--- src/rtl/nx_ram_1rw_arb_pkg.sv ---
// Shared types and the round-robin pick helper for the single-port RAM arbiter.
// Requester counts up to RR_MAX are supported by rr_pick.
package nx_ram_arb_pkg;

    localparam int RR_MAX = 8;

    typedef enum logic [1:0] {
        RST_WAIT = 2'd0,
        INIT     = 2'd1,
        RUN      = 2'd2
    } state_e;

    // First set bit of valid searching ptr, ptr+1, ... modulo n.
    function automatic logic [RR_MAX-1:0] rr_pick(
        input logic [RR_MAX-1:0] valid,
        input logic [2:0]        ptr,
        input int                n
    );
        logic [RR_MAX-1:0] g;
        logic [3:0]        s;
        logic [2:0]        idx;
        logic              hit;
        g   = '0;
        hit = 1'b0;
        for (int k = 0; k < RR_MAX; k++) begin
            s = {1'b0, ptr} + 4'(k);
            if (s >= 4'(n)) begin
                s = s - 4'(n);
            end
            idx = s[2:0];
            if (k < n && !hit && valid[idx]) begin
                g[idx] = 1'b1;
                hit    = 1'b1;
            end
        end
        return g;
    endfunction

endpackage

--- src/rtl/nx_ram_1rw_arb_if.sv ---
// Requester-side bus of the RAM arbiter: packed per-requester request
// fields, one-hot grants and the shared read-response bus.
interface nx_ram_1rw_arb_if #(
    parameter int NUM_REQ  = 2,
    parameter int WIDTH    = 64,
    parameter int BWEWIDTH = WIDTH,
    parameter int AW       = 8
);

    logic [NUM_REQ-1:0]          req_valid;
    logic [NUM_REQ-1:0]          req_ready;
    logic [NUM_REQ-1:0]          req_we;
    logic [NUM_REQ*AW-1:0]       req_add;
    logic [NUM_REQ*WIDTH-1:0]    req_din;
    logic [NUM_REQ*BWEWIDTH-1:0] req_bwe;
    logic [NUM_REQ-1:0]          rsp_valid;
    logic [WIDTH-1:0]            rsp_dout;

    modport master (
        output req_valid, req_we, req_add, req_din, req_bwe,
        input  req_ready, rsp_valid, rsp_dout
    );

    modport slave (
        input  req_valid, req_we, req_add, req_din, req_bwe,
        output req_ready, rsp_valid, rsp_dout
    );

endinterface

--- src/rtl/nx_ram_1rw_arb_rr.sv ---
// Reusable round-robin arbiter: one-hot grant from this cycle's valids,
// pointer moves past the winner whenever advance_i is high.
module nx_rr_arb
    import nx_ram_arb_pkg::*;
#(
    parameter int NUM_REQ = 2
) (
    input  logic               clk,
    input  logic               rst_n,
    input  logic [NUM_REQ-1:0] valid_i,
    input  logic               advance_i,
    output logic [NUM_REQ-1:0] grant_o
);

    localparam int PW = (NUM_REQ > 1) ? $clog2(NUM_REQ) : 1;

    logic [PW-1:0]     ptr_q;
    logic [PW-1:0]     ptr_d;
    logic [RR_MAX-1:0] v8;
    logic [RR_MAX-1:0] g8;

    always_comb begin
        v8               = '0;
        v8[NUM_REQ-1:0]  = valid_i;
        g8               = rr_pick(v8, 3'(ptr_q), NUM_REQ);
        grant_o          = g8[NUM_REQ-1:0];
        ptr_d            = ptr_q;
        if (advance_i) begin
            for (int j = 0; j < RR_MAX; j++) begin
                if (g8[j]) begin
                    ptr_d = (j + 1 >= NUM_REQ) ? '0 : PW'(j + 1);
                end
            end
        end
    end

    always_ff @(posedge clk or negedge rst_n) begin
        if (!rst_n) begin
            ptr_q <= '0;
        end else begin
            ptr_q <= ptr_d;
        end
    end

endmodule

--- src/rtl/nx_ram_1rw_arb.sv ---
// Round-robin sharing of one single-port RAM among NUM_REQ requesters.
// Define NX_RAM_1RW_ARB_INIT_EN to sweep the array to INIT_VALUE after reset.
module nx_ram_1rw_arb
    import nx_ram_arb_pkg::*;
#(
    parameter int                   NUM_REQ    = 2,
    parameter int                   WIDTH      = 64,
    parameter int                   BWEWIDTH   = WIDTH,
    parameter int                   DEPTH      = 256,
    parameter logic [WIDTH-1:0]     INIT_VALUE = '0,
    localparam int                  AW         = $clog2(DEPTH)
) (
    input  logic                clk,
    input  logic                rst_n,
    nx_ram_1rw_arb_if.slave     bus,
    output logic                ram_cs,
    output logic                ram_we,
    output logic [AW-1:0]       ram_add,
    output logic [WIDTH-1:0]    ram_din,
    output logic [BWEWIDTH-1:0] ram_bwe,
    input  logic [WIDTH-1:0]    ram_dout,
    output logic                init_done
);

    state_e             state_q;
    state_e             state_d;
    logic               init_done_q;
    logic               init_done_d;
    logic [NUM_REQ-1:0] rsp_valid_q;
    logic [NUM_REQ-1:0] rsp_valid_d;
    logic [NUM_REQ-1:0] arb_valid;
    logic [NUM_REQ-1:0] grant;

`ifdef NX_RAM_1RW_ARB_INIT_EN
    logic [AW-1:0]      init_add_q;
    logic [AW-1:0]      init_add_d;
`endif

    always_comb begin
        state_d     = state_q;
        init_done_d = init_done_q;
`ifdef NX_RAM_1RW_ARB_INIT_EN
        init_add_d  = init_add_q;
`endif
        case (state_q)
            RST_WAIT: begin
`ifdef NX_RAM_1RW_ARB_INIT_EN
                state_d    = INIT;
                init_add_d = '0;
`else
                state_d     = RUN;
                init_done_d = 1'b1;
`endif
            end
`ifdef NX_RAM_1RW_ARB_INIT_EN
            INIT: begin
                init_add_d = init_add_q + 1'b1;
                if (init_add_q == AW'(DEPTH - 1)) begin
                    state_d     = RUN;
                    init_done_d = 1'b1;
                end
            end
`endif
            RUN: begin
                state_d = RUN;
            end
            default: begin
                state_d = RST_WAIT;
            end
        endcase
    end

    // Requests are invisible to the arbiter until the FSM reaches RUN.
    assign arb_valid = bus.req_valid & {NUM_REQ{state_q == RUN}};

    nx_rr_arb #(
        .NUM_REQ (NUM_REQ)
    ) u_rr (
        .clk       (clk),
        .rst_n     (rst_n),
        .valid_i   (arb_valid),
        .advance_i (1'b1),
        .grant_o   (grant)
    );

    always_comb begin
        ram_cs  = 1'b0;
        ram_we  = 1'b0;
        ram_add = '0;
        ram_din = '0;
        ram_bwe = '0;
`ifdef NX_RAM_1RW_ARB_INIT_EN
        if (state_q == INIT) begin
            ram_cs  = 1'b1;
            ram_we  = 1'b1;
            ram_add = init_add_q;
            ram_din = INIT_VALUE;
            ram_bwe = '1;
        end
`endif
        for (int i = 0; i < NUM_REQ; i++) begin
            if (grant[i]) begin
                ram_cs  = 1'b1;
                ram_we  = bus.req_we[i];
                ram_add = bus.req_add[i*AW +: AW];
                ram_din = bus.req_din[i*WIDTH +: WIDTH];
                ram_bwe = bus.req_bwe[i*BWEWIDTH +: BWEWIDTH];
            end
        end
    end

    assign rsp_valid_d   = grant & ~bus.req_we;
    assign bus.req_ready = grant;
    assign bus.rsp_valid = rsp_valid_q;
    assign bus.rsp_dout  = (|rsp_valid_q) ? ram_dout : '0;
    assign init_done     = init_done_q;

    always_ff @(posedge clk or negedge rst_n) begin
        if (!rst_n) begin
            state_q     <= RST_WAIT;
            init_done_q <= 1'b0;
            rsp_valid_q <= '0;
        end else begin
            state_q     <= state_d;
            init_done_q <= init_done_d;
            rsp_valid_q <= rsp_valid_d;
        end
    end

`ifdef NX_RAM_1RW_ARB_INIT_EN
    always_ff @(posedge clk or negedge rst_n) begin
        if (!rst_n) begin
            init_add_q <= '0;
        end else begin
            init_add_q <= init_add_d;
        end
    end
`endif

endmodule
--- src/flat_wrapper.sv ---
// flat-port wrapper written by rule: the top's interface ports become plain ports
module nx_ram_1rw_arb_flat import nx_ram_arb_pkg::*;
#(
    parameter int                   NUM_REQ    = 2,
    parameter int                   WIDTH      = 64,
    parameter int                   BWEWIDTH   = WIDTH,
    parameter int                   DEPTH      = 256,
    parameter logic [WIDTH-1:0]     INIT_VALUE = '0,
    localparam int                  AW         = $clog2(DEPTH)
)
  (clk, rst_n, ram_cs, ram_we, ram_add, ram_din, ram_bwe, ram_dout, init_done, bus_req_valid, bus_req_we, bus_req_add, bus_req_din, bus_req_bwe, bus_req_ready, bus_rsp_valid, bus_rsp_dout);
  nx_ram_1rw_arb_if #(.NUM_REQ(NUM_REQ), .WIDTH(WIDTH), .BWEWIDTH(BWEWIDTH)) bus_i ();
  input  logic clk;
  input  logic rst_n;
  output logic ram_cs;
  output logic ram_we;
  output logic [AW-1:0] ram_add;
  output logic [WIDTH-1:0] ram_din;
  output logic [BWEWIDTH-1:0] ram_bwe;
  input  logic [WIDTH-1:0] ram_dout;
  output logic init_done;
  input wire logic [$bits(bus_i.req_valid)-1:0] bus_req_valid;
  input wire logic [$bits(bus_i.req_we)-1:0] bus_req_we;
  input wire logic [$bits(bus_i.req_add)-1:0] bus_req_add;
  input wire logic [$bits(bus_i.req_din)-1:0] bus_req_din;
  input wire logic [$bits(bus_i.req_bwe)-1:0] bus_req_bwe;
  output wire logic [$bits(bus_i.req_ready)-1:0] bus_req_ready;
  output wire logic [$bits(bus_i.rsp_valid)-1:0] bus_rsp_valid;
  output wire logic [$bits(bus_i.rsp_dout)-1:0] bus_rsp_dout;
  assign bus_i.req_valid = bus_req_valid;
  assign bus_i.req_we = bus_req_we;
  assign bus_i.req_add = bus_req_add;
  assign bus_i.req_din = bus_req_din;
  assign bus_i.req_bwe = bus_req_bwe;
  assign bus_req_ready = bus_i.req_ready;
  assign bus_rsp_valid = bus_i.rsp_valid;
  assign bus_rsp_dout = bus_i.rsp_dout;
  nx_ram_1rw_arb #(.NUM_REQ(NUM_REQ), .WIDTH(WIDTH), .BWEWIDTH(BWEWIDTH), .DEPTH(DEPTH), .INIT_VALUE(INIT_VALUE)) u_core (.clk(clk), .rst_n(rst_n), .bus(bus_i), .ram_cs(ram_cs), .ram_we(ram_we), .ram_add(ram_add), .ram_din(ram_din), .ram_bwe(ram_bwe), .ram_dout(ram_dout), .init_done(init_done));
endmodule
--- config.mk ---
export PLATFORM = sky130hd
export DESIGN_NAME = nx_ram_1rw_arb_flat
export DESIGN_NICKNAME = d
export VERILOG_FILES = /design/src/rtl/nx_ram_1rw_arb_pkg.sv /design/src/rtl/nx_ram_1rw_arb_if.sv /design/src/rtl/nx_ram_1rw_arb_rr.sv /design/src/rtl/nx_ram_1rw_arb.sv /design/src/flat_wrapper.sv
export SDC_FILE = /design/constraint.sdc
export NUM_CORES = 1
export LEC_CHECK = 0
export BUFFER_PORTS_ARGS = -buffer_cell sky130_fd_sc_hd__buf_4
export CORE_AREA = 2 2 215 217
export DETAILED_ROUTE_END_ITERATION = 8
export DIE_AREA = 0 0 217 219
export GPL_ROUTABILITY_DRIVEN = 0
export PLACE_DENSITY_LB_ADDON = 0.12
export SYNTH_ARGS = -nofsm -noshare
export SYNTH_HDL_FRONTEND = slang
export SYNTH_HIERARCHICAL = 1
export SYNTH_SLANG_ARGS = --single-unit
--- constraint.sdc ---
create_clock -name clk -period 2.15 [get_ports clk]
set_input_delay 0.43 -clock clk [delete_from_list [all_inputs] [get_ports clk]]
set_output_delay 0.43 -clock clk [all_outputs]
set_load 0.005 [all_outputs]
# == After elaboration in Yosys (flattened, before gate mapping) ==
# Cells that the tools add are included.
# totals
ff_bits,6
input_bits,342
out_inout_bits,207
word_cells,59
# classes
n_addsub,3
order_cmp,6
n_eq_ne,1
muxes,33
n_bitwise,4
n_reduce_logical,8
# op_table
operator,n
64-bit 2-to-1 mux,5
8-bit 2-to-1 mux,4
1-bit 2-to-1 mux,17
"3-bit by 4-bit < comparator with 1-bit output, second input constant",2
8-bit OR,1
8-bit nonzero test,1
1-bit binary-select mux with 3-bit select,2
1-bit demux with 3-bit select,2
"3-bit by 1-bit >= comparator with 1-bit output, second input constant",2
3-bit 2-to-1 mux,2
2-bit AND,2
2-bit OR reduction,2
1-bit logical AND,3
"1-bit by 2-bit subtractor with 3-bit output, second input constant",1
"2-bit by 2-bit subtractor with 3-bit output, second input constant",1
"1-bit by 1-bit adder with 2-bit output, second input constant",1
"2-bit equality test, second input constant",1
"1-bit by 2-bit >= comparator with 1-bit output, second input constant",1
"2-bit >= comparator, second input constant",1
2-bit logical NOT,1
2-bit 2-to-1 mux,1
2-bit NOT,1
1-bit logical NOT,1

# == Longest topological paths before layout ==
# logic_depth
depth_word,17
mapped_depth,8
depth_no_buf,4

# == Cells and area by module ==
# The synthesis kept the hierarchy.
# by_module_without_submodules
module,n_inst,cells_per_inst,area_per_inst_um2,seq_area_each_um2
nx_ram_1rw_arb,1,253,1970.6,100.1
nx_rr_arb,1,6,55.1,25.0

# == Worst setup path before layout ==
# Ideal clock, no wire load.
# synth_path
path_type,input port to output port
start,input port bus_req_valid[0]
end,output port ram_add[0]
arrival_time_ns,1.662
t_required_ns,1.720
setup_slack_ns,0.058
path_stages,7
n_path_buf,3
path_cell_list,and2_1 > a21boi_0 > nor2b_2 > buf_6 > buf_6 > buf_6 > a22o_1
# synth_between
elab_chain_cells,9
elab_cells_between_ends,13
classes_between,mux: 9; bitwise: 2; reduce/logical: 2
# synth_rtl
item,line,rtl
start: declaration,flat_wrapper.sv:22,input wire logic [$bits(bus_i.req_valid)-1:0] bus_req_valid;
2-bit AND *,nx_ram_1rw_arb.sv:74,assign arb_valid = bus.req_valid & {NUM_REQ{state_q == RUN}};
1-bit binary-select mux with 3-bit select,nx_ram_1rw_arb_pkg.sv:31,if (k < n && !hit && valid[idx]) begin
1-bit 2-to-1 mux (implied by the code),nx_ram_1rw_arb_pkg.sv:31,
1-bit 2-to-1 mux,nx_ram_1rw_arb_pkg.sv:31,
1-bit logical NOT,nx_ram_1rw_arb_pkg.sv:31,
1-bit logical AND,nx_ram_1rw_arb_pkg.sv:31,
8-bit 2-to-1 mux *,nx_ram_1rw_arb_pkg.sv:31,
via bus_req_ready[0],flat_wrapper.sv:27,output wire logic [$bits(bus_i.req_ready)-1:0] bus_req_ready;
8-bit 2-to-1 mux * (2 in a row),nx_ram_1rw_arb.sv:102,if (grant[i]) begin
end: declaration,flat_wrapper.sv:17,output logic [AW-1:0] ram_add;
# The timed path passes the listed nets; every way through them passes the cells marked *. The select of a mux whose other input is x is not followed.

# == Final worst setup path ==
# layout_path
start,register u_core.state_q[1]
end,output port ram_add[1]
# layout_between
elab_chain_cells,10
elab_cells_between_ends,14
classes_between,eq/ne: 1; mux: 9; bitwise: 2; reduce/logical: 2
# layout_rtl
item,line,rtl
start: declaration,nx_ram_1rw_arb.sv:25,state_e state_q;
start signal: assignment,nx_ram_1rw_arb.sv:124,state_q <= state_d;
2-bit equality test *,nx_ram_1rw_arb.sv:74,
2-bit AND *,nx_ram_1rw_arb.sv:74,
via u_core.arb_valid[1],nx_ram_1rw_arb.sv:31,logic [NUM_REQ-1:0] arb_valid;
1-bit binary-select mux with 3-bit select,nx_ram_1rw_arb_pkg.sv:31,
1-bit 2-to-1 mux (implied by the code),nx_ram_1rw_arb_pkg.sv:31,
1-bit 2-to-1 mux,nx_ram_1rw_arb_pkg.sv:31,
1-bit logical NOT,nx_ram_1rw_arb_pkg.sv:31,
1-bit logical AND,nx_ram_1rw_arb_pkg.sv:31,
8-bit 2-to-1 mux *,nx_ram_1rw_arb_pkg.sv:31,
8-bit 2-to-1 mux,nx_ram_1rw_arb.sv:102,
8-bit 2-to-1 mux *,nx_ram_1rw_arb.sv:102,
# Marks and branches as above.

==> summary.txt <==
Vias in the first global route - 4751
CP Launch Type - register
CTS tree - built
Synth top area cells - a22o_1 (59%), nor2b_1 (20%), dfrtp_1 (6.2%)
Nets - 1154
Fin crit share - 1.07
Port Buffers - 548
Crit path DAT - 1.87 ns
Fillers - 5178
Final wirelength - 27900 um
Avg Inst Size Synth - 7.82 um2
RSZ-0062 raised after global routing - yes
Fin util - 0.162
FF-to-FF path depth - 5
Dominant synthesized flop cell - dfrtp_1
Failing checks - negative setup slack
Overflow after GRT - 0
Layout cells sized above 1 - 0.734
Fin crit period - 2.30 ns
Initial core utilization - 0.0449
Final Setup Violations - 135
Area leader, netlist - a22o_1
Ys Warns - 6
Final Hold Slack - 0.00946 ns
Antenna violation net count after detailed routing - 0
GRT Overall Usage - 0.106
R2r endpoint - u_core/bus.rsp_valid[1]
DIE HEIGHT - 219 um
Critical path capture point type - output port
CP required - 1.72 ns
Outcome - complete, but fails checks
Skew-Pair Late Insertion Delay - 0.23 ns
Post-DP HPWL - 25700 um
Worst Path Max Fanout - 20
Die width - 217 um
PnR worst setup slack - -0.146 ns
Detailed Route Iter0 Violations - 124
Detailed Routing Iterations Pass 1 - 5
DR vias - 4558
Most frequent cell after synthesis - a22o_1
Initial antenna violation count - 4
Clock slew at reported path FFs - 0.04 ns
Reg-to-reg slack, setup - 0.87 ns
Most instantiated cells after synthesis - a22o_1 (136), nor2b_1 (66), buf_2 (21)
Crit Reg-Reg Startpoint - u_core/state_q[1]
Post-synth ARST share - 1.00
P_leak - 3.74 nW
Largest net degree at the start of global routing - 65
Endpoints failing hold - 0
Synth top area share - 0.588
Hold WC Path Type - input port to asynchronous set/reset pin
First-pass GRT wire length - 35500 um
Clock Sinks - 5
Synth cell types - 19
Vias per cell - 3.23
Fmax - 0.436 GHz
Root Buffer - clkbuf_16
Post-Syn Area - 2030 um2
FP Rows - 78
Post-Synthesis Cells - 259
DRC viols - 0
Top-Level Pins - 549
Max clock buf depth - 2
Final Max Tran Viols - 0
Layout area overhead - 261%
Clock Skew - 0.00152 ns
Synthesis-stage register bit count - 5
CORE AREA - 45100 um2
H-tree level count - 1
Tot Pwr - 0.00194 W
Routed len/inst - 19.8 um
Peak VDD IR - 0.156 mV
Die area - 47500 um2
CTS Buf Count - 3
Critical path class - register to output port
Max Cap Viol - 0
EDFF count, synth - 0
Post-synthesis sequential area ratio - 0.0618
Pwr Density - 265 nW/um2
[timing repair]
item | CTS | global route
resized for setup | 20 | 22
hold endpoints to repair | 0 | 0
pin swaps | 4 | 0
buffers inserted | 2 | 1
cloned | 0 | 1
endpoints found under the setup margin | 135 | 138
hold buffers | 0 | 0
[cells by family (layout without fill, tap and decap cells)]
logic type / Yosys count / in the layout / synth area share
AO/OA/AOI/OAI: 141 / 141 / 0.603
other: 1 / 4 / 0.00185
flip-flops: 5 / 5 / 0.0618
buffers and inverters: 38 / 588 / 0.106
AND/OR/NAND/NOR: 74 / 74 / 0.227
[registers in the layout, indices dropped and copies added (netlist names)]
| name | flops |
|---|---|
| u_core/init_done | 1 |
| u_core/bus.rsp_valid | 2 |
| u_core/u_rr/ptr_q | 1 |
| u_core/state_q | 1 |
[final cells by class]
cell class | instances | area (um2) | area share
repair buffers | 583 | 4610 | 0.631
flip-flops and latches | 5 | 125 | 0.0171
clock buffers | 4 | 78.8 | 0.0108
inverters | 1 | 3.75 | 0.000513
multi-input cells | 218 | 1740 | 0.238
well taps | 600 | 751 | 0.103
diodes | 1 | 2.50 | 0.000342
[metal layers]
layer  vias up  part of all wire  global-route usage
met2       341              0.58               0.232
met5         -           0.00057                   0
met1      2075              0.29              0.0850
met4         2             0.014              0.0162
met3        18              0.11              0.0432
li1       2122                 -                   -
[power breakdown]
group	switching, W	internal (W)
logic	0.000560	0.000963
clock network	0.0000630	0.000246
registers	0.00000687	0.000102
total	0.000630	0.00131
[worst max-delay path by stage]
stage | startpoint | end | slack (ns) | cells after the start
2_1_floorplan | bus_req_valid[0] | ram_add[0] | 0.06 | 7
3_3_place_gp | bus_req_valid[1] | ram_bwe[4] | -0.24 | 8
3_5_place_dp | bus_req_valid[0] | ram_bwe[4] | -0.25 | 8
4_1_cts | u_core/state_q[1] | ram_bwe[5] | -0.21 | 7
5_1_grt | u_core/state_q[1] | ram_din[19] | -0.26 | 7
6_report | u_core/state_q[1] | ram_add[1] | -0.15 | 8
[worst max-delay path: stages (launching register included)]
cell,delay [ns]
dfrtp_1,0.38
and2_4,0.15
buf_6,0.11
a21boi_4,0.15
nor2b_4,0.19
buf_12,0.18
buf_12,0.17
a22o_1,0.17
buf_6,0.11
[through the flow]
stage          instance area [um2]  cells  setup slack, ns  setup TNS (ns)
2_1_floorplan                 2030    261           0.0585               0
3_5_place_dp                  7030   1403           -0.252          -17.83
4_1_cts                       7190   1409           -0.209          -19.21
6_report                      7320   1412           -0.146          -12.84
3_3_place_gp                  7030   1403           -0.238          -16.17
5_1_grt                       7310   1411           -0.258          -26.80
[cell usage in the layout, fill, tap and decap left out]
master / n
a21boi_1: 1
a21boi_4: 1
a21oi_1: 1
a22o_1: 133
a22o_2: 1
a22o_4: 2
a31oi_1: 1
and2_4: 2
buf_12: 7
buf_4: 541
buf_6: 33
buf_8: 1
clkbuf_1: 1
clkbuf_16: 4
conb_1: 3
dfrtp_1: 5
diode_2: 1
inv_1: 1
nand2_1: 2
nand2b_1: 1
nor2_4: 1
nor2b_1: 66
nor2b_4: 1
o21ai_0: 1
or2_4: 1
No activity file was read; power rests on OpenSTA's default activity.
